===== config.mk =====
export PLATFORM = sky130hd
export DESIGN_NAME = dynamixel_write_scheduler
export DESIGN_NICKNAME = d
export VERILOG_FILES = /design/src/rtl/dynamixel_pkg.sv /design/src/rtl/dynamixel_rr_arbiter.sv /design/src/rtl/dynamixel_write_scheduler.sv
export SDC_FILE = /design/constraint.sdc
export NUM_CORES = 1
export LEC_CHECK = 0
export CAP_MARGIN = 25
export CORE_AREA = 2 2 227 229
export CTS_CLUSTER_DIAMETER = 50
export DETAILED_ROUTE_END_ITERATION = 7
export DIE_AREA = 0 0 229 231
export PLACE_DENSITY_LB_ADDON = 0.08
export SLEW_MARGIN = 10
export SYNTH_ARGS = -nofsm -noshare
export SYNTH_HDL_FRONTEND = slang
export SYNTH_HIERARCHICAL = 1
export SYNTH_SLANG_ARGS = --single-unit

===== constraint.sdc =====
create_clock -name clock -period 8.1 [get_ports clock]
set_clock_uncertainty 0.05 [all_clocks]
set_input_delay 2.43 -clock clock [delete_from_list [all_inputs] [get_ports clock]]
set_output_delay 2.43 -clock clock [all_outputs]
set_load 0.1 [all_outputs]

===== src/rtl/dynamixel_pkg.sv =====
// dynamixel_pkg: shared packet constants, scheduler state encoding and packet timing helper.
package dynamixel_pkg;
  localparam int PACKET_BYTES = 34;
  localparam int BITS_PER_BYTE = 10;

  typedef enum logic [2:0] {HOLDOFF, IDLE, SEND, TRANSMIT, GAP} sched_state_e;

  function automatic int packet_clocks(input int clocks_per_bit);
    return PACKET_BYTES * BITS_PER_BYTE * clocks_per_bit;
  endfunction
endpackage


===== src/rtl/dynamixel_rr_arbiter.sv =====
// dynamixel_rr_arbiter: combinational round-robin pick, searching upward from ptr_i with wrap.
module dynamixel_rr_arbiter #(
  parameter int N = 3
) (
  input  logic [N-1:0] req_valid_i,
  input  logic [2:0]   ptr_i,
  output logic [N-1:0] grant_o,
  output logic [2:0]   index_o,
  output logic         any_o
);
  int idx;

  // Scan offsets from farthest to nearest so the nearest valid index is the last one written.
  always_comb begin
    grant_o = '0;
    index_o = '0;
    idx = 0;
    for (int k = N - 1; k >= 0; k--) begin
      idx = (int'(ptr_i) + k) % N;
      if (req_valid_i[idx]) begin
        grant_o = '0;
        grant_o[idx] = 1'b1;
        index_o = 3'(idx);
      end
    end
  end

  assign any_o = |req_valid_i;
endmodule


===== src/rtl/dynamixel_write_scheduler.sv =====
// dynamixel_write_scheduler: round-robin sharing of one sync-write packet engine with on-air timing.
// Optional idle re-send of the last packet when DYNAMIXEL_SCHED_REFRESH_EN is defined.
module dynamixel_write_scheduler
  import dynamixel_pkg::*;
#(
  parameter int clocks_per_bit = 1,
  parameter int num_requesters = 3,
  parameter int gap_bits       = 16,
  parameter int refresh_clocks = 1000000
) (
  input  logic                          clock,
  input  logic                          reset_n,
  input  logic [num_requesters-1:0]     req_valid,
  output logic [num_requesters-1:0]     req_ready,
  input  logic [16*num_requesters-1:0]  req_address,
  input  logic [128*num_requesters-1:0] req_value,
  output logic                          send,
  output logic [15:0]                   address,
  output logic [31:0]                   value1,
  output logic [31:0]                   value2,
  output logic [31:0]                   value3,
  output logic [31:0]                   value4,
  output logic [2:0]                    grant_id,
  output logic                          busy,
  output logic                          refreshing
);
  localparam int PKT_CLOCKS = packet_clocks(clocks_per_bit);
  localparam int GAP_CLOCKS = gap_bits * clocks_per_bit;
  localparam logic [31:0] HOLD_LAST = 32'(PKT_CLOCKS + GAP_CLOCKS - 1);
  localparam logic [31:0] PKT_LAST  = 32'(PKT_CLOCKS - 1);
  localparam logic [31:0] GAP_LAST  = 32'(GAP_CLOCKS - 1);

  sched_state_e              state_q;
  logic [31:0]               timer_q;
  logic [2:0]                ptr_q;
  logic [2:0]                grant_q;
  logic [15:0]               addr_q;
  logic [127:0]              val_q;
  logic                      refreshing_q;
  logic [num_requesters-1:0] grant;
  logic [2:0]                gidx;
  logic                      any_valid;
  logic                      refresh_fire;

  dynamixel_rr_arbiter #(.N(num_requesters)) u_arb (
    .req_valid_i(req_valid),
    .ptr_i      (ptr_q),
    .grant_o    (grant),
    .index_o    (gidx),
    .any_o      (any_valid)
  );

`ifdef DYNAMIXEL_SCHED_REFRESH_EN
  logic [31:0] idle_cnt_q;
  logic        primed_q;

  assign refresh_fire = (state_q == IDLE) && !any_valid && primed_q &&
                        (idle_cnt_q == 32'(refresh_clocks - 1));

  // Counts idle cycles only once a real packet exists to repeat.
  always_ff @(posedge clock or negedge reset_n) begin
    if (!reset_n) begin
      idle_cnt_q <= '0;
      primed_q <= 1'b0;
    end else if (state_q == IDLE) begin
      primed_q <= primed_q | any_valid;
      idle_cnt_q <= (any_valid || refresh_fire) ? '0 : (primed_q ? idle_cnt_q + 1'b1 : idle_cnt_q);
    end
  end
`else
  assign refresh_fire = 1'b0;
`endif

  always_ff @(posedge clock or negedge reset_n) begin
    if (!reset_n) begin
      state_q <= HOLDOFF;
      timer_q <= '0;
      ptr_q <= '0;
      grant_q <= '0;
      addr_q <= '0;
      val_q <= '0;
      refreshing_q <= 1'b0;
    end else begin
      case (state_q)
        HOLDOFF: begin
          state_q <= (timer_q == HOLD_LAST) ? IDLE : HOLDOFF;
          timer_q <= (timer_q == HOLD_LAST) ? '0 : timer_q + 1'b1;
        end
        IDLE: begin
          if (any_valid) begin
            addr_q <= req_address[16*int'(gidx) +: 16];
            val_q <= req_value[128*int'(gidx) +: 128];
            grant_q <= gidx;
            ptr_q <= (gidx == 3'(num_requesters - 1)) ? 3'd0 : gidx + 3'd1;
            refreshing_q <= 1'b0;
            state_q <= SEND;
          end else if (refresh_fire) begin
            refreshing_q <= 1'b1;
            state_q <= SEND;
          end
        end
        SEND: begin
          timer_q <= 32'd1;
          state_q <= TRANSMIT;
        end
        TRANSMIT: begin
          state_q <= (timer_q == PKT_LAST) ? GAP : TRANSMIT;
          timer_q <= (timer_q == PKT_LAST) ? '0 : timer_q + 1'b1;
        end
        GAP: begin
          if (timer_q == GAP_LAST) begin
            state_q <= IDLE;
            timer_q <= '0;
            refreshing_q <= 1'b0;
          end else begin
            timer_q <= timer_q + 1'b1;
          end
        end
        default: state_q <= HOLDOFF;
      endcase
    end
  end

  assign req_ready  = (state_q == IDLE) ? grant : '0;
  assign send       = (state_q == SEND);
  assign busy       = (state_q == SEND) || (state_q == TRANSMIT) || (state_q == GAP);
  assign refreshing = refreshing_q;
  assign grant_id   = grant_q;
  assign address    = addr_q;
  assign value1     = val_q[31:0];
  assign value2     = val_q[63:32];
  assign value3     = val_q[95:64];
  assign value4     = val_q[127:96];
endmodule

==> results of run 1 <==
cell families (layout without fill, tap and decap cells):
logic type / Yosys count / in the layout / synth area share, %
AO/OA/AOI/OAI: 374 / 374 / 22.2
multiplexers: 158 / 158 / 13.6
buffers and inverters: 118 / 675 / 4.22
XOR/XNOR: 32 / 32 / 2.46
AND/OR/NAND/NOR: 361 / 361 / 15.6
flip-flops: 185 / 185 / 39.6
adder cells (fa/ha/maj): 21 / 21 / 2.25
other: 1 / 3 / 0.0321
path summary, 6_finish.rpt:
check                                from           end  slack [ns]  depth (start not counted)
worst max register to register   ptr_q[1]     val_q[75]        1.75                         16
min in group asynchronous         reset_n      val_q[2]        1.97                          1
max in group asynchronous         reset_n    val_q[112]        4.51                          2
worst max-delay path             ptr_q[1]  req_ready[0]        0.39                         17
worst min-delay path            val_q[82]     val_q[82]        0.45                          1
worst min register to register  val_q[82]     val_q[82]        0.45                          1
layout make-up:
| cell class | count | area (sq um) | share of cell area, % |
|---|---|---|---|
| diodes | 2 | 5.00 | 0.0259 |
| flip-flops and latches | 185 | 4630 | 23.9 |
| inverters | 22 | 82.6 | 0.427 |
| clock inverters | 13 | 143 | 0.738 |
| repair buffers | 621 | 6580 | 34.0 |
| multi-input cells | 947 | 6600 | 34.1 |
| well taps | 680 | 851 | 4.40 |
| clock buffers | 19 | 443 | 2.29 |
metal layers:
layer	track usage [%]	vias to the layer above	routed length, microns
li1	-	5639	-
met3	5.24	55	3170
met2	33.0	338	25900
met1	23.0	5600	21300
met4	6.41	4	1330
met5	0	-	26
layout by cell type (no fill, tap or decap), types with 14 or more instances in the layout:
master	synthesis	final
clkdlybuf4s50_1	0	581
nand2_1	189	188
nor2_1	40	39
ha_1	21	21
nor3_1	16	16
o21ai_0	165	165
xor2_1	16	16
a21oi_1	14	14
clkbuf_16	0	17
nand3_1	15	15
buf_4	1	14
nand4_1	14	14
nor2_2	20	20
dfrtp_1	185	185
inv_1	20	20
buf_16	0	19
a22o_1	148	148
mux2i_1	150	150
xnor2_1	15	15
worst reg2reg max path, cell delays in order, from the launching register on:
cell and delay, ns:
dfrtp_1 0.62, inv_1 0.26, ha_1 0.56, ha_1 0.29
inv_1 0.09, o2111a_1 0.26, a21oi_1 0.36, xor2_1 0.27
ha_1 0.33, or3_1 0.36, o21ai_0 0.14, mux2i_1 0.25
nor3_1 0.29, a221o_4 0.51, buf_4 0.85, o21ai_0 0.47
a22o_1 0.29
synthesized netlist by cell type, types with 15 or more instances:
cell	count
nand2_1	189
dfrtp_1	185
o21ai_0	165
mux2i_1	150
a22o_1	148
clkbuf_1	71
nor2_1	40
ha_1	21
inv_1	20
nor2_2	20
buf_2	19
nor3_1	16
xor2_1	16
nand3_1	15
xnor2_1	15
metrics by stage:
step / area [sq um] / setup WS [ns] / util (%)
after CTS: 19300 / 0.434 / 38.1
after global placement: 18200 / 0.434 / 35.9
after floorplan: 11700 / 0.977 / -
after global routing: 19300 / 0.0845 / 38.1
after detailed placement: 18700 / 0.441 / 37.0
final: 19300 / 0.391 / 38.1
state kept, by name (all words and copies together), names as in the netlist:
register	count
timer_q	32
address	16
grant_id	3
ptr_q	3
state_q	3
val_q	128
==> metrics.txt, run 1 <==
Ys Warns=6; final hold violation count=0; Syn Nets=1,708; Setup Fix Bufs, Post-CTS=0; Synth-to-Final Area Change=65.4%; Initial Util=a little under a quarter; RD Place Congestion=0.850; router iterations before antenna repair=5; Netlist Area Pre-Place=approximately 0.012 sq mm; root buffer cell=clkbuf_16; Critical-path top delay cell=dfrtp_1; Non-Filler Instances=about 2,500; Ports=590; Final Cycle Share=a little over nine tenths; delay-heaviest family, CP=compound AO/OA/AOI/OAI gates; Clock Latency Late Sink=between 0.4 and 0.5 ns; ANT nets after route=0; Worst-Margin Slew=1.12 ns; Async SR Flop Fraction=100%; # H-tree levels=4; Synth cell types=slightly below 80; Final Max Tran Viols=0; worst relative slew slack=25.1%; WS Path Type=register to primary output; main area contributors after synthesis=dfrtp_1, mux2i_1, a22o_1; Post-synth EDFFs=0; worst hold slack=roughly 0.45 ns; number of global-route vias before repair=about 12,000; Rows=83; Post-Synthesis Cells=roughly 1,300; slowest cell delay on critical path=approximately 0.62 ns; setup TNS=0 ns; number of remaining DRC errors=0; Post-Place Cells=roughly 2,500; clk buf depth=2; clock slew at reported path FFs=about 0.070 ns; Tot GR Track Use=a little under a fifth; Die Ht=roughly 230 microns; Final #Nets=2,252; Worst setup EP type=primary output; FILL cells=between 5,000 and 6,000; Die Area=0.0529 sq mm; largest net degree at the start of global routing=109; fmax=0.130 GHz; Worst Hold Class=register to register; status=finished, final reports clean; Avg Inst Size Synth=around 9.4 sq um; routed len/inst=20.8 microns; layout cells sized above 1=under 10%; fin crit period=slightly below 8 ns; FF+latch count, synth=about 190; first-pass GRT wire length=approximately 77 mm; CTS Buf Count=17; hold_buf cts=0; clk sinks=approximately 190; Die Width=229 microns; DRT iter0 DRCs=652; endpoints failing setup=0; Remaining Overflow, GRT=0; most frequent CP cell=ha_1; Arr. time, crit path=5.23 ns; PostCTS Resize Cnt=0; CP bufs+invs=3; Post-Route WL=51.8 mm; sequential share of the synthesized area=between 30% and 40%; max-cap violations=0; hpwl dp=between 30 and 40 mm; cells along the critical path=inv_1, ha_1, ha_1, inv_1, o2111a_1, a21oi_1, xor2_1, ha_1, nand2_1, a211oi_1, a211oi_1, o31ai_1, nand4_1, nor3b_1, a211o_2, and2_1, buf_12; Req. time, crit path=around 5.6 ns; crit-path max FO=13; vias=roughly 12,000; dominant synthesized flop cell=dfrtp_1; port bufs=slightly below 600; DR vias/cell=4.67; initial antenna violation count=5; area of the core=between 0.05 and 0.06 sq mm; Yosys top cell by area=dfrtp_1; TritonCTS clock tree=yes; RSZ-0062 raised after global routing=no; Yosys top cell area share=39.6%; CP Launch Type=register
Power of run 1 is left out: the tool's default activity adds up to more than one toggle a clock period on the data nets, which glitch-free logic cannot reach.
==> run 2, diff against run 1 <==
Settings changed: PLACE_DENSITY_LB_ADDON 0.08 to unset.
==> metrics.txt, run 2 (synthesized netlist as in run 1, its figures left out) <==
fin crit period=7.68 ns; Setup Fix Bufs, Post-CTS=0; Non-Filler Instances=roughly 2,500; RD Place Congestion=approximately 0.94; worst relative slew slack=between 20% and 30%; routed len/inst=approximately 19 microns; ANT nets after route=0; Largest register FFs=between 100 and 150; Crit Reg-Reg Endpoint=val_q[78]; RSZ-0062 raised after global routing=no; Die Area=0.0529 sq mm; max-cap violations=0; clk sinks=between 150 and 200; number of global-route vias before repair=approximately 12,000; Worst Setup SP=req_valid[1]; CTS Buf Count=17; crit path to=req_ready[1]; initial antenna violation count=0; clk buf depth=2; Worst-Margin Slew=~1.1 ns; first-pass GRT wire length=a little over 70 mm; crit-path max FO=7; Clock Latency Late Sink=roughly 0.45 ns; Final Cycle Share=a little over nine tenths; M3 GR Usage=approximately 3.5%; PostCTS Resize Cnt=0; vias=between 10,000 and 15,000; Die Ht=231 microns; Die Width=229 microns; placed inst area=approximately 0.019 sq mm; Tot GR Track Use=between 15 and 20%; FF-to-FF setup slack=1.76 ns; router iterations before antenna repair=6; gr busiest metal=met2; Register-to-Register Path Depth=18; final hold violation count=0; setup TNS=0 ns; clock slew at reported path FFs=about 0.070 ns; TritonCTS clock tree=yes; Reg-to-Reg Start=ptr_q[1]; area of the core=just over 0.05 sq mm; Post-Place Cells=between 2,000 and 2,500; DRT iter0 DRCs=600; Synth-to-Final Area Change=64.1%; Final #Nets=between 2,000 and 2,500; Final Max Tran Viols=0; most flop-heavy register=val_q; GR Util met2=between 30% and 40%; Initial Util=23.1%; Worst setup EP type=primary output; endpoints failing setup=0; status=finished, final reports clean; CP Launch Type=primary input; Req. time, crit path=between 5 and 6 ns; number of remaining DRC errors=0; fmax=approximately 0.13 GHz; layout cells sized above 1=between 7 and 8%; FILL cells=~5,100; most frequent cells in the layout=clkdlybuf4s50_1, nand2_1, dfrtp_1; Rows=83; Worst Hold Class=register to register; # H-tree levels=4; port bufs=between 500 and 600; WS Path Type=primary input to primary output; Arr. time, crit path=around 5.2 ns; Ant. Diodes=0; Final Cell Area=0.0192 sq mm; hpwl dp=between 30 and 40 mm; M1 GR Usage=21.3%; largest net degree at the start of global routing=slightly below 90; root buffer cell=clkbuf_16; hold_buf cts=0; DR vias/cell=about 4.7; Post-Route WL=around 48 mm; Remaining Overflow, GRT=0; most common cell after layout, fill and taps aside=clkdlybuf4s50_1; Ports=slightly below 600
[run 2: cell types whose count changed in the layout (fill, tap and decap cells not counted), sizes merged]
cell	delta
clkinv	-5
inv	+4
buf	-3
clkdlybuf4s50	-2
diode	-2
bufinv	+1
[run 2: cell type report]
class,instances,area (sq um),area share [%]
timing repair buffer,616,6390,33.3
tap,680,851,4.43
multi-input combinational,947,6600,34.4
inverter,22,82.6,0.430
clock buffer,19,453,2.36
sequential,185,4630,24.1
clock inverter,13,180,0.939
[run 2: metrics by stage]
step	util, %	hold slack [ns]	worst slack [ns]
3_3_place_gp	36.0	0.439	0.431
5_1_grt	37.9	0.469	0.0306
6_report	37.9	0.452	0.425
2_1_floorplan	-	0.440	0.977
4_1_cts	37.9	0.460	0.434
3_5_place_dp	36.6	0.440	0.444
[run 2: worst min-delay path by stage]
stage                     from    endpoint  slack [ns]  cells past startpoint
finish               val_q[26]   val_q[26]        0.45                      1
global route          val_q[1]    val_q[1]        0.47                      1
CTS                  val_q[26]   val_q[26]        0.46                      1
detailed placement   val_q[44]   val_q[44]        0.44                      1
global placement     val_q[43]   val_q[43]        0.44                      1
floorplan           timer_q[1]  timer_q[1]        0.44                      2
[run 2: critical path: stages]
cell	delay, ns
clkdlybuf4s50_1	0.52
mux2_2	0.32
o311ai_0	0.12
nor2_1	0.10
a211oi_1	0.23
o211ai_1	0.12
mux2i_1	0.45
nor3b_2	0.36
a221o_1	0.18
and2_1	0.16
buf_12	0.18
[run 2: routing by layer]
metal | wire (microns) | vias up | share of wire, %
met5 | 0 | - | 0
li1 | - | 5641 | -
met3 | 2410 | 33 | 5.1
met1 | 20000 | 5663 | 42
met4 | 776 | 0 | 1.6
met2 | 24400 | 358 | 51
Power of run 2 is left out for the same reason.
==> run 3, diff against run 2 <==
Settings changed: CORE_AREA 2 2 227 229 to 2 2 230 232, DIE_AREA 0 0 229 231 to 0 0 232 234, SYNTH_HIERARCHICAL 1 to unset.
==> metrics.txt, run 3 <==
area of the core=between 0.05 and 0.06 sq mm; Worst-Margin Slew=between 1 and 1.5 ns; Synth Area in Simple Gates=16.1%; Post-synth EDFFs=0; root buffer cell=clkbuf_16; metal3 WL=approximately 3.3 mm; Final Cell Area=roughly 0.019 sq mm; Reg-to-Reg Start=ptr_q[1]; met1 WL=about 18 mm; ANT nets after route=0; Post-Synth XOR/XNOR Area=2.83%; mux cell area share after synthesis=around 14%; CP Launch Type=register; area of the multi-input gates=0.00626 sq mm; Post-Synthesis Cells=about 1,200; FF+latch count, synth=~190; min-delay src=grant_id[0]; routed len/inst=approximately 18 microns; number of global-route vias before repair=11,400; Crit Reg-Reg Endpoint=val_q[117]; FF-to-FF setup slack=roughly 2.2 ns; max-cap violations=0; most numerous cell in the Yosys netlist=dfrtp_1; Yosys top cell area share=about 41%; hold_buf cts=0; Arr. time, crit path=roughly 5.2 ns; adder-cell share of the synthesized area=2.20%; endpoints failing setup=0; hold path cells=2; Post-Route WL=about 45 mm; # H-tree levels=4; status=finished, final reports clean; Largest register FFs=~130; Synth cell types=72; most common cell after layout, fill and taps aside=clkdlybuf4s50_1; vias=roughly 11,000; Worst setup EP type=primary output; Ant. Diodes=0; clock slew at reported path FFs=~0.070 ns; CTS Buf Count=17; Hold Path End=grant_id[0]; Netlist Area Pre-Place=about 0.011 sq mm; RSZ-0062 raised after global routing=no; layout cells sized above 1=around 4.3%; largest family of logic cells by synthesized area=compound AO/OA/AOI/OAI gates; Synth-to-Final Area Change=63.8%; number of remaining DRC errors=0; Final Max Tran Viols=0; Syn Nets=1,668; fmax=between 0.1 and 0.15 GHz; Final #Nets=2,201; RD Place Congestion=between 0.8 and 0.9; port bufs=~590; Die Width=between 200 and 250 microns; router iterations before antenna repair=7; Final Cycle Share=94.8%; largest net degree at the start of global routing=roughly 170; Tot GR Track Use=between 10% and 20%; worst relative slew slack=25.2%; first-pass GRT wire length=66.2 mm; most flop-heavy register=val_q; Avg Inst Size Synth=around 9.4 sq um; Yosys top cell by area=dfrtp_1; Async SR Flop Fraction=100%; crit-path max FO=13; hpwl dp=~35 mm; dominant synthesized flop cell=dfrtp_1; Initial Util=between 20% and 30%; Ports=590; Ys Warns=0; Clock Latency Late Sink=0.48 ns; FILL cells=about 5,300; final hold violation count=0; sequential share of the synthesized area=roughly 41%; DRT iter0 DRCs=~520; Compound-Gate Fraction of Synth Area=a little under 20%; Register-to-Register Path Depth=15; Worst Hold Class=register to register; WS Path Type=register to primary output; Met2 Wirelength=between 20 and 25 mm; DR top layer=met4; TritonCTS clock tree=yes; top cells by count, synth=dfrtp_1, nor2b_1, mux2i_1; Req. time, crit path=between 5 and 6 ns; Seq. cell area=roughly 0.0046 sq mm; initial antenna violation count=2; Die Area=0.0543 sq mm; main area contributors after synthesis=dfrtp_1, mux2i_1, nor2b_1; setup TNS=0 ns; clk buf depth=2; DR vias/cell=4.68; clk sinks=~190; Rows=between 80 and 90; fin crit period=7.68 ns; most frequent cells in the layout=clkdlybuf4s50_1, dfrtp_1, nor2b_1; placed inst area=around 0.018 sq mm; Remaining Overflow, GRT=0; Die Ht=234 microns
[run 3: what timing repair did]
item | CTS | global route
setup endpoints to repair | 0 | 3
buffers inserted | 0 | 0
gates resized for setup | 0 | 3
[run 3: kinds of logic after synthesis]
group | Yosys count
compound gates | 372
xor+xnor | 36
fa+ha+maj | 20
buf+inv | 112
flops | 185
mux | 156
other cells | 1
simple gates | 329
[run 3: routing by layer]
layer,global-route usage (%),up-vias
li1,-,5496
met1,19.3,5470
met2,26.6,419
met3,4.72,61
met4,6.21,0
met5,0,-
[run 3: cell type report]
type | count | share of cell area [%]
tap | 688 | 4.62
sequential | 185 | 24.8
clock inverter | 12 | 0.597
multi-input combinational | 914 | 33.6
inverter | 17 | 0.342
timing repair buffer | 609 | 33.6
clock buffer | 20 | 2.45
[run 3: worst max path at each step]
stage	from	end	slack [ns]
final	ptr_q[1]	req_ready[1]	0.42
after global routing	ptr_q[1]	req_ready[1]	0.009
after CTS	ptr_q[1]	req_ready[1]	0.17
after detailed placement	ptr_q[1]	req_ready[1]	0.77
after global placement	req_valid[2]	req_ready[1]	0.93
after floorplan	req_valid[2]	req_ready[1]	0.03
[run 3: through the flow]
step	cells	hold WS, ns	utilization, %	worst slack (ns)
detailed placement	2413	0.423	34.7	0.772
global route	2445	0.490	35.8	0.00864
floorplan	1211	0.424	-	0.0287
finish	2445	0.439	35.8	0.422
CTS	2445	0.441	35.8	0.172
global placement	2406	0.411	34.4	0.929
[run 3: critical path, stage by stage (launching register included)]
cell,delay (ns)
dfrtp_1,0.62
ha_2,0.41
and2_1,0.27
nor2_1,0.10
ha_1,0.25
ha_1,0.26
nand2_1,0.08
o21ai_0,0.14
a211oi_4,0.39
ha_1,0.37
mux2i_1,0.20
nor2_1,0.09
a21oi_1,0.12
inv_1,0.08
mux2i_1,0.31
nand3_1,0.19
o21ai_0,0.20
a21oi_1,0.06
nor3_1,0.22
buf_4,0.33
Power of run 3 is left out for the same reason.
